### src/rtl/multicycle_control_unit_if.sv
// Control/status bundle between the multi-cycle RV32I sequencer and its datapath.
// The sequencer side uses the master modport; the datapath (or a bench) uses the slave modport.
interface multicycle_control_unit_if #(
  parameter int ALUCTRL_W = 4
);
  logic [31:0]          instr;
  logic                 zero;
  logic                 lt;
  logic                 ltu;
  logic                 mem_ready;
  logic                 pc_write;
  logic                 ir_write;
  logic                 adr_src;
  logic                 mem_read;
  logic                 mem_write;
  logic                 reg_write;
  logic [1:0]           alu_src_a;
  logic [1:0]           alu_src_b;
  logic [ALUCTRL_W-1:0] alu_ctrl;
  logic [2:0]           imm_src;
  logic [1:0]           result_src;
  logic                 illegal;
  logic [3:0]           state_o;

  modport master (
    input  instr, zero, lt, ltu, mem_ready,
    output pc_write, ir_write, adr_src, mem_read, mem_write, reg_write,
           alu_src_a, alu_src_b, alu_ctrl, imm_src, result_src, illegal, state_o
  );

  modport slave (
    output instr, zero, lt, ltu, mem_ready,
    input  pc_write, ir_write, adr_src, mem_read, mem_write, reg_write,
           alu_src_a, alu_src_b, alu_ctrl, imm_src, result_src, illegal, state_o
  );
endinterface

### src/rtl/multicycle_control_unit.sv
// Multi-cycle RV32I control FSM: sequences one shared ALU and one unified memory port,
// driving every datapath strobe and mux select from the current state (plus mem_ready/flags).
module multicycle_control_unit #(
  parameter int ALUCTRL_W     = 4,
  parameter bit USE_MEM_READY = 1'b1,
  parameter bit ILLEGAL_TRAP  = 1'b1
) (
  input logic                       clk,
  input logic                       rst_n,
  multicycle_control_unit_if.master bus
);

  typedef enum logic [3:0] {
    FETCH    = 4'd0,
    DECODE   = 4'd1,
    MEMADR   = 4'd2,
    MEMREAD  = 4'd3,
    MEMWB    = 4'd4,
    MEMWRITE = 4'd5,
    EXECR    = 4'd6,
    EXECI    = 4'd7,
    ALUWB    = 4'd8,
    BRANCH   = 4'd9,
    JAL      = 4'd10,
    JALR     = 4'd11,
    LINK     = 4'd12,
    UPPER    = 4'd13,
    TRAP     = 4'd14
  } state_t;

  localparam logic [3:0] ALU_ADD = 4'd0, ALU_SUB = 4'd1, ALU_AND = 4'd2, ALU_OR  = 4'd3,
                         ALU_XOR = 4'd4, ALU_SLT = 4'd5, ALU_SLTU = 4'd6, ALU_SLL = 4'd7,
                         ALU_SRL = 4'd8, ALU_SRA = 4'd9;

  localparam logic [6:0] OP_LOAD = 7'b0000011, OP_STORE = 7'b0100011, OP_R    = 7'b0110011,
                         OP_I    = 7'b0010011, OP_BR    = 7'b1100011, OP_JAL  = 7'b1101111,
                         OP_JALR = 7'b1100111, OP_LUI   = 7'b0110111, OP_AUIPC = 7'b0010111;

  state_t      state;
  logic [6:0]  op;
  logic [2:0]  f3;
  logic        f7b5;
  logic        mr;
  logic [3:0]  alu4;
  logic [ALUCTRL_W-1:0] alu_full;
  logic        unused_instr;

  assign op   = bus.instr[6:0];
  assign f3   = bus.instr[14:12];
  assign f7b5 = bus.instr[30];
  assign mr   = USE_MEM_READY ? bus.mem_ready : 1'b1;
  assign unused_instr = ^{bus.instr[31], bus.instr[29:15], bus.instr[11:7]};

  // R-type subtracts on f7[5]; I-type never does, but both honour it for the right shift.
  function automatic logic [3:0] alu_map(input logic [2:0] fn3, input logic b30, input logic is_r);
    case (fn3)
      3'b000:  alu_map = (is_r && b30) ? ALU_SUB : ALU_ADD;
      3'b001:  alu_map = ALU_SLL;
      3'b010:  alu_map = ALU_SLT;
      3'b011:  alu_map = ALU_SLTU;
      3'b100:  alu_map = ALU_XOR;
      3'b101:  alu_map = b30 ? ALU_SRA : ALU_SRL;
      3'b110:  alu_map = ALU_OR;
      default: alu_map = ALU_AND;
    endcase
  endfunction

  function automatic logic br_taken(input logic [2:0] fn3, input logic z, input logic l, input logic lu);
    case (fn3)
      3'b000:  br_taken = z;
      3'b001:  br_taken = !z;
      3'b100:  br_taken = l;
      3'b101:  br_taken = !l;
      3'b110:  br_taken = lu;
      3'b111:  br_taken = !lu;
      default: br_taken = 1'b0;
    endcase
  endfunction

  function automatic logic is_illegal(input logic [6:0] opc, input logic [2:0] fn3);
    case (opc)
      OP_LOAD, OP_STORE, OP_R, OP_I, OP_JAL, OP_JALR, OP_LUI, OP_AUIPC: is_illegal = 1'b0;
      OP_BR:   is_illegal = (fn3 == 3'b010) || (fn3 == 3'b011);
      default: is_illegal = 1'b1;
    endcase
  endfunction

  function automatic state_t decode_next(input logic [6:0] opc, input logic [2:0] fn3);
    if (is_illegal(opc, fn3)) begin
      decode_next = ILLEGAL_TRAP ? TRAP : FETCH;
    end else begin
      case (opc)
        OP_LOAD, OP_STORE: decode_next = MEMADR;
        OP_R:              decode_next = EXECR;
        OP_I:              decode_next = EXECI;
        OP_BR:             decode_next = BRANCH;
        OP_JAL:            decode_next = JAL;
        OP_JALR:           decode_next = JALR;
        default:           decode_next = UPPER;
      endcase
    end
  endfunction

  function automatic logic [2:0] imm_decode(input logic [6:0] opc);
    case (opc)
      OP_STORE:          imm_decode = 3'b001;
      OP_BR:             imm_decode = 3'b010;
      OP_JAL:            imm_decode = 3'b011;
      OP_LUI, OP_AUIPC:  imm_decode = 3'b100;
      default:           imm_decode = 3'b000;
    endcase
  endfunction

  always_ff @(posedge clk or negedge rst_n) begin
    if (!rst_n) begin
      state <= FETCH;
    end else begin
      case (state)
        FETCH:    if (mr) state <= DECODE;
        DECODE:   state <= decode_next(op, f3);
        MEMADR:   state <= op[5] ? MEMWRITE : MEMREAD;
        MEMREAD:  if (mr) state <= MEMWB;
        MEMWB:    state <= FETCH;
        MEMWRITE: if (mr) state <= FETCH;
        EXECR:    state <= ALUWB;
        EXECI:    state <= ALUWB;
        ALUWB:    state <= FETCH;
        BRANCH:   state <= FETCH;
        JAL:      state <= ALUWB;
        JALR:     state <= LINK;
        LINK:     state <= ALUWB;
        UPPER:    state <= ALUWB;
        TRAP:     state <= TRAP;
        default:  state <= FETCH;
      endcase
    end
  end

  // Outputs follow the state; FETCH/BRANCH strobes also fold in mem_ready and the ALU flags.
  always_comb begin
    bus.pc_write   = 1'b0;
    bus.ir_write   = 1'b0;
    bus.adr_src    = 1'b0;
    bus.mem_read   = 1'b0;
    bus.mem_write  = 1'b0;
    bus.reg_write  = 1'b0;
    bus.alu_src_a  = 2'b00;
    bus.alu_src_b  = 2'b00;
    bus.result_src = 2'b00;
    bus.illegal    = 1'b0;
    alu4           = ALU_ADD;
    case (state)
      FETCH: begin
        bus.mem_read   = 1'b1;
        bus.alu_src_b  = 2'b10;
        bus.result_src = 2'b10;
        bus.ir_write   = mr;
        bus.pc_write   = mr;
      end
      DECODE: begin
        bus.alu_src_a = 2'b01;
        bus.alu_src_b = 2'b01;
        bus.illegal   = is_illegal(op, f3);
      end
      MEMADR: begin
        bus.alu_src_a = 2'b10;
        bus.alu_src_b = 2'b01;
      end
      MEMREAD: begin
        bus.adr_src  = 1'b1;
        bus.mem_read = 1'b1;
      end
      MEMWB: begin
        bus.result_src = 2'b01;
        bus.reg_write  = 1'b1;
      end
      MEMWRITE: begin
        bus.adr_src   = 1'b1;
        bus.mem_write = 1'b1;
      end
      EXECR: begin
        bus.alu_src_a = 2'b10;
        alu4          = alu_map(f3, f7b5, 1'b1);
      end
      EXECI: begin
        bus.alu_src_a = 2'b10;
        bus.alu_src_b = 2'b01;
        alu4          = alu_map(f3, f7b5, 1'b0);
      end
      ALUWB: bus.reg_write = 1'b1;
      BRANCH: begin
        bus.alu_src_a = 2'b10;
        alu4          = ALU_SUB;
        bus.pc_write  = br_taken(f3, bus.zero, bus.lt, bus.ltu);
      end
      JAL: begin
        bus.alu_src_a = 2'b01;
        bus.alu_src_b = 2'b10;
        bus.pc_write  = 1'b1;
      end
      JALR: begin
        bus.alu_src_a  = 2'b10;
        bus.alu_src_b  = 2'b01;
        bus.result_src = 2'b10;
        bus.pc_write   = 1'b1;
      end
      LINK: begin
        bus.alu_src_a = 2'b01;
        bus.alu_src_b = 2'b10;
      end
      UPPER: begin
        bus.alu_src_a = op[5] ? 2'b11 : 2'b01;
        bus.alu_src_b = 2'b01;
      end
      TRAP:    bus.illegal = 1'b1;
      default: ;
    endcase
    // Reset must silence the FETCH read request immediately, not at the next edge.
    if (!rst_n) begin
      bus.pc_write  = 1'b0;
      bus.ir_write  = 1'b0;
      bus.mem_read  = 1'b0;
      bus.mem_write = 1'b0;
      bus.reg_write = 1'b0;
      bus.illegal   = 1'b0;
    end
    alu_full      = '0;
    alu_full[3:0] = alu4;
  end

  assign bus.alu_ctrl = alu_full;
  assign bus.imm_src  = imm_decode(op);
  assign bus.state_o  = state;

endmodule

### src/flat_wrapper.sv
// flat-port wrapper written by rule: the top's interface ports become plain ports
module multicycle_control_unit_flat 
#(
  parameter int ALUCTRL_W     = 4,
  parameter bit USE_MEM_READY = 1'b1,
  parameter bit ILLEGAL_TRAP  = 1'b1
)
  (clk, rst_n, bus_instr, bus_zero, bus_lt, bus_ltu, bus_mem_ready, bus_pc_write, bus_ir_write, bus_adr_src, bus_mem_read, bus_mem_write, bus_reg_write, bus_alu_src_a, bus_alu_src_b, bus_alu_ctrl, bus_imm_src, bus_result_src, bus_illegal, bus_state_o);
  multicycle_control_unit_if #(.ALUCTRL_W(ALUCTRL_W)) bus_i ();
  input logic clk;
  input logic rst_n;
  input wire logic [$bits(bus_i.instr)-1:0] bus_instr;
  input wire logic [$bits(bus_i.zero)-1:0] bus_zero;
  input wire logic [$bits(bus_i.lt)-1:0] bus_lt;
  input wire logic [$bits(bus_i.ltu)-1:0] bus_ltu;
  input wire logic [$bits(bus_i.mem_ready)-1:0] bus_mem_ready;
  output wire logic [$bits(bus_i.pc_write)-1:0] bus_pc_write;
  output wire logic [$bits(bus_i.ir_write)-1:0] bus_ir_write;
  output wire logic [$bits(bus_i.adr_src)-1:0] bus_adr_src;
  output wire logic [$bits(bus_i.mem_read)-1:0] bus_mem_read;
  output wire logic [$bits(bus_i.mem_write)-1:0] bus_mem_write;
  output wire logic [$bits(bus_i.reg_write)-1:0] bus_reg_write;
  output wire logic [$bits(bus_i.alu_src_a)-1:0] bus_alu_src_a;
  output wire logic [$bits(bus_i.alu_src_b)-1:0] bus_alu_src_b;
  output wire logic [$bits(bus_i.alu_ctrl)-1:0] bus_alu_ctrl;
  output wire logic [$bits(bus_i.imm_src)-1:0] bus_imm_src;
  output wire logic [$bits(bus_i.result_src)-1:0] bus_result_src;
  output wire logic [$bits(bus_i.illegal)-1:0] bus_illegal;
  output wire logic [$bits(bus_i.state_o)-1:0] bus_state_o;
  assign bus_i.instr = bus_instr;
  assign bus_i.zero = bus_zero;
  assign bus_i.lt = bus_lt;
  assign bus_i.ltu = bus_ltu;
  assign bus_i.mem_ready = bus_mem_ready;
  assign bus_pc_write = bus_i.pc_write;
  assign bus_ir_write = bus_i.ir_write;
  assign bus_adr_src = bus_i.adr_src;
  assign bus_mem_read = bus_i.mem_read;
  assign bus_mem_write = bus_i.mem_write;
  assign bus_reg_write = bus_i.reg_write;
  assign bus_alu_src_a = bus_i.alu_src_a;
  assign bus_alu_src_b = bus_i.alu_src_b;
  assign bus_alu_ctrl = bus_i.alu_ctrl;
  assign bus_imm_src = bus_i.imm_src;
  assign bus_result_src = bus_i.result_src;
  assign bus_illegal = bus_i.illegal;
  assign bus_state_o = bus_i.state_o;
  multicycle_control_unit #(.ALUCTRL_W(ALUCTRL_W), .USE_MEM_READY(USE_MEM_READY), .ILLEGAL_TRAP(ILLEGAL_TRAP)) u_core (.clk(clk), .rst_n(rst_n), .bus(bus_i));
endmodule
### config.mk
export PLATFORM = sky130hd
export DESIGN_NAME = multicycle_control_unit_flat
export DESIGN_NICKNAME = d
export VERILOG_FILES = /design/src/rtl/multicycle_control_unit_if.sv /design/src/rtl/multicycle_control_unit.sv /design/src/flat_wrapper.sv
export SDC_FILE = /design/constraint.sdc
export NUM_CORES = 1
export LEC_CHECK = 0
export ABC_AREA = 1
export CAP_MARGIN = 10
export CORE_MARGIN = 2
export CORE_UTILIZATION = 36
export DETAILED_ROUTE_END_ITERATION = 10
export GPL_ROUTABILITY_DRIVEN = 0
export HOLD_SLACK_MARGIN = 0.02
export PLACE_DENSITY = 0.95
export SLEW_MARGIN = 10
export SYNTH_ARGS = -nofsm -noshare
export SYNTH_HDL_FRONTEND = slang
export SYNTH_SLANG_ARGS = --single-unit
### constraint.sdc
create_clock -name clk -period 1.9 [get_ports clk]
set_input_delay 0.38 -clock clk [delete_from_list [all_inputs] [get_ports clk]]
set_output_delay 0.38 -clock clk [all_outputs]
set_load 0.005 [all_outputs]
# Yosys cells after proc, flatten, opt, wreduce, memory -nomap -nowiden
# Cells that the tools add are included.
[word_totals] output_inout_bits=24 wordCells=87 mem_count=0 rom_bits=0 reg_bits=4 ram_bits=0 latchBits=0
[classes] shift=0 n_reduce_logical=20 n_mux=33 n_lt_le_gt_ge=0 n_addsub=0 n_mul=0 n_eq_ne=33 n_bitwise=0 div_mod_pow=0
[op_table] op="4-bit case mux with 7 select lines" count=2
[op_table] op="4-bit case mux with 8 select lines" count=1
[op_table] op="4-bit equality test, second input constant" count=7
[op_table] op="4-bit case mux with 6 select lines" count=1
[op_table] op="7-bit by 6-bit equality test with 1-bit output, second input constant" count=3
[op_table] op="7-bit equality test, second input constant" count=3
[op_table] op="4-bit by 3-bit equality test with 1-bit output, second input constant" count=4
[op_table] op="4-bit two-way mux" count=4
[op_table] op="5-bit OR reduction" count=3
[op_table] op="7-bit by 5-bit equality test with 1-bit output, second input constant" count=2
[op_table] op="1-bit two-way mux" count=14
[op_table] op="2-bit OR reduction" count=7
[op_table] op="3-bit equality test, second input constant" count=4
[op_table] op="3-bit case mux with 4 select lines" count=1
[op_table] op="4-bit case mux with 3 select lines" count=1
[op_table] op="4-bit by 2-bit equality test with 1-bit output, second input constant" count=2
[op_table] op="2-bit case mux with 2 select lines" count=2
[op_table] op="8-bit OR reduction" count=1
[op_table] op="7-bit by 2-bit equality test with 1-bit output, second input constant" count=1
[op_table] op="3-bit by 2-bit equality test with 1-bit output, second input constant" count=2
[op_table] op="2-bit inequality test, second input constant" count=3
[op_table] op="1-bit case mux with 6 select lines" count=1
[op_table] op="2-bit case mux with 3 select lines" count=1
[op_table] op="3-bit OR reduction" count=2
[op_table] op="other kinds (11)" count=14

# Logic depth before layout (Yosys ltp)
[logic_depth] depth_word=6 ltp_mapped=11 mapped_depth_nobuf=11

# Worst setup path after synthesis
# OpenSTA, ideal clock, no wires.
[synth_timing] path_kind="register -> output" from="register u_core.state[2] (netlist: u_core.bus.state_o[2])" to="output port bus_pc_write" arrival_time_ns=1.118 path_stages_with_launch=8 setup_slack_ns=0.402 cell_sequence="dfrtp_1 nor2_2 inv_2 nor2_4 inv_2 a21oi_2 o21ai_1 a31oi_1"
[synth_between] elab_chain_cells=4
[synth_rtl] item="start: declaration" line_no="multicycle_control_unit.sv:39" source="state_t state;"
[synth_rtl] item="start signal: assignment" line_no="multicycle_control_unit.sv:120" source="DECODE: state <= decode_next(op, f3);"
[synth_rtl] item="start signal: assignment" line_no="multicycle_control_unit.sv:121" source="MEMADR: state <= op[5] ? MEMWRITE : MEMREAD;"
[synth_rtl] item="4-bit equality test" line_no="multicycle_control_unit.sv:152" source="case (state)"
[synth_rtl] item="2-bit OR reduction (no source line)"
[synth_rtl] item="1-bit case mux with 3 select lines (*)" line_no="multicycle_control_unit.sv:152"
[synth_rtl] item="1-bit two-way mux (*)" line_no="multicycle_control_unit.sv:219" source="if (!rst_n) begin"
[synth_rtl] item="end: declaration" line_no="flat_wrapper.sv:17" source="output wire logic [$bits(bus_i.pc_write)-1:0] bus_pc_write;"
# Every way passes the cells marked *; elsewhere a longest branch is shown, timed or not.

# Worst setup path in the final report
[layout_timing] from="register u_core.state[3] (netlist: u_core.bus.state_o[3])" to="output port bus_illegal"
[layout_between] elab_chain_cells=3
[layout_rtl] item="4-bit equality test / 4-bit by 1-bit equality test with 1-bit output (equally long branches)" line_no="multicycle_control_unit.sv:152"
[layout_rtl] item="1-bit case mux with 2 select lines (*)" line_no="multicycle_control_unit.sv:152"
[layout_rtl] item="1-bit two-way mux (*)" line_no="multicycle_control_unit.sv:219"
[layout_rtl] item="end: declaration" line_no="flat_wrapper.sv:28" source="output wire logic [$bits(bus_i.illegal)-1:0] bus_illegal;"
# Marked as above.

==> impl_metrics.csv <==
group,metric,value,unit
floorplan,core,2190,um^2
cells_and_area,multiInputGateArea,785,um^2
setup_path,rr_worst_depth,10,
cells_and_area,seqCellArea,104,um^2
detailed_routing,first_iter_violations,57,
synthesis,synth_area_leaders,"nand2_1 21%, dfrtp_1 12%, nor2_1 8.7%",
setup_path,worstPathMaxFanout,3,
synthesis,yosysSeqAreaShare,12.2,%
setup_path,cp_cell_sequence,"buf_6 > nor2_4 > inv_2 > buf_6 > nor2_8 > nand3_2 > a21oi_2 > buf_2",
clock_network,cts_buffers,3,
clock_network,htreeDepth,1,
synthesis,ys_warn_count,0,
cells_and_area,mostFrequentLayoutCell,"buf_4",
floorplan,fp.dieH,51.8,um
cells_and_area,diodes,0,
sta,final_hold_viol_count,0,
sta,timing.fmax,0.505,GHz
floorplan,num_io_pins,62,
sta,holdWs,0.450,ns
synthesis,synth_area,822,um^2
floorplan,initial_core_util,37.5,%
setup_path,end_kind,"primary output",
global_routing,grt_pass1_vias,1331,
run_status,outcome,"finished with violations",
clock_network,cts_root_buf,"clkbuf_4",
placement,port_buffers,40,
placement,post-place-ws,-0.613,ns
cells_and_area,drive_gt1_share,54.4,%
global_routing,gr-usage-all-layers,30.7,%
synthesis,synth_top_cell_area_share,20.5,%
cells_and_area,utilization,81.4,%
floorplan,die-area,2680,um^2
clock_network,tritoncts,"built",
sta,worst_pin_slew,0.339,ns
power,leakage,1.00,nW
detailed_routing,post_drt_wl_per_cell,15.7,um
synthesis,yosys.area.top_type,"nand2_1",
flow_run,maxCapViolCount,0,
cells_and_area,syn2layout_area_growth,117,%
cells_and_area,fill_cells,125,
sta,min_period_over_period,104,%
setup_path,reg2reg_setup_slack,0.28,ns
cells_and_area,largest_reg_flops,4,
setup_path,timing.rr.end,"u_core.bus.state_o[1]$_DFFE_PN0P_",
synthesis,syn_area_per_cell,5.41,um^2
detailed_routing,ant_nets,0,
clock_network,cts.path.max_buffers,2,
clock_network,clk_latency,0.26,ns
detailed_routing,first_pass_iters,6,
detailed_routing,vias_per_cell,5.34,
run_status,failed_checks,"setup timing",
synthesis,synth.distinct_cells,29,
synthesis,postSynthCellCount,152,
synthesis,synth_top_family_by_area,"simple AND/OR/NAND/NOR gates",
setup_path,critPathRequiredTime,1.52,ns
floorplan,num_rows,17,
sta,timing.final.ws_setup,-0.0820,ns
detailed_routing,wirelength,4210,um
hold_path,hp-class,"input pin to asynchronous set/reset pin",
clock_network,path_clk_slew,0.05,ns
setup_path,max_stage_delay,0.41,ns
power,p_per_area,1180,nW/um^2
setup_path,cpMaxStageDelayCell,"dfrtp_1",
global_routing,grt_pass1_wl,6070,um
global_routing,antenna_found_initial,0,
sta,finalSetupViolCount,5,
synthesis,synthMuxAreaShare,0,%
clock_network,hold_buffers,0,
setup_path,rr_startpoint,"u_core.bus.state_o[0]$_DFFE_PN0P_",
placement,place_area,1510,um^2
global_routing,overflow,0,
sta,rsz0062_at_grt,"true",
power,ir_drop,0.972,mV
synthesis,syn_nets,190,
sta,layout_min_cycle_time,1.98,ns
cells_and_area,final_cell_mix,"37 x buf_4, 32 x nand2_1, 16 x inv_2",
clock_network,clock-sinks,4,
synthesis,synth_xor_area_share,2.13,%
cells_and_area,design_area,1780,um^2
detailed_routing,drc,0,
power,power,2.10,mW
setup_path,criticalPathCategory,"flip-flop to primary output",
setup_path,start_kind,"flip-flop",
sta,drv_slew,0,
synthesis,synth-compound-area-share,17.0,%
synthesis,ys_ff_latch,4,
sta,relSlewSlack,77.3,%
synthesis,yosys.area_share.adder,0,%
setup_path,cp_data_arrival_time,1.60,ns
floorplan,die_x,51.8,um
synthesis,synth-simple-area-share,54.5,%
sta,finalClockSkew,0.00135,ns
setup_path,cpMostUsedCell,"buf_6",
global_routing,grt_max_degree,7,
detailed_routing,num_vias,1437,
placement,dpl.hpwl,2350,um
cells_and_area,fin_nets,281,
[Yosys cell counts, drive strengths merged]
cell type	count
nor3	4
nand3	11
clkinv	1
inv	28
a21oi	9
xor2	1
nor3b	1
o21ai	7
a22oi	1
nand2	47
nor2	28
buf	1
o211ai	3
nand4	2
o2111ai	1
dfrtp	4
a211oi	1
xnor2	1
a31oi	1
[layer usage]
metal | vias to the layer above | GRT usage, % | part of all wire [%]
li1 | 671 | - | -
met1 | 648 | 33.9 | 37
met2 | 92 | 51.1 | 52
met3 | 26 | 5.75 | 6.4
met4 | 0 | 24.6 | 5.4
met5 | - | 0 | 0
[critical path: cells and delay by family (launching register included)]
kind / cells / cell delay, ns
buffers and inverters: 4 / 0.47
AND/OR/NAND/NOR: 3 / 0.33
AO/OA/AOI/OAI: 1 / 0.13
flip-flops: 1 / 0.41
[metrics by stage]
step | cells | TNS, ns
after global placement | 251 | -4.43
after CTS | 263 | -0.540
after detailed placement | 251 | -4.82
after floorplan | 152 | 0
after global routing | 269 | -0.706
final | 269 | -0.227
[cell type report]
| class | instances | share of cell area (%) |
|---|---|---|
| Tap cell | 28 | 1.96 |
| Inverter | 29 | 6.52 |
| Sequential cell | 4 | 5.82 |
| Timing Repair Buffer | 87 | 40.5 |
| Multi-Input combinational cell | 118 | 44.0 |
| Clock buffer | 3 | 1.26 |
[what timing repair did]
action	in CTS	in global routing
endpoints found under the setup margin	20	14
setup buffers	9	8
gates resized for setup	86	48
pin swaps	14	16
[logic make-up (layout without fill, tap and decap cells)]
group           Yosys count  after routing
buf+inv                  30            119
xor+xnor                  2              2
flops                     4              4
compound gates           23             23
simple gates             93             93
[how the worst max path moves through the flow]
stage | from | endpoint | slack, ns | cells past startpoint
floorplan | u_core.bus.state_o[2]$_DFFE_PN0P_ | bus_pc_write | 0.40 | 7
global placement | bus_instr[2] | bus_illegal | -0.57 | 10
detailed placement | bus_instr[2] | bus_illegal | -0.61 | 10
CTS | bus_instr[1] | bus_imm_src[2] | -0.21 | 6
global route | u_core.bus.state_o[0]$_DFFE_PN0P_ | bus_illegal | -0.13 | 10
finish | u_core.bus.state_o[3]$_DFFE_PN0P_ | bus_illegal | -0.08 | 8
[report_power, final]
part	switching, mW	internal, mW
clock	0.0550	0.0720
combinational	0.916	0.868
sequential	0.0633	0.128
Note: power is estimated with default switching activity, not from simulation.
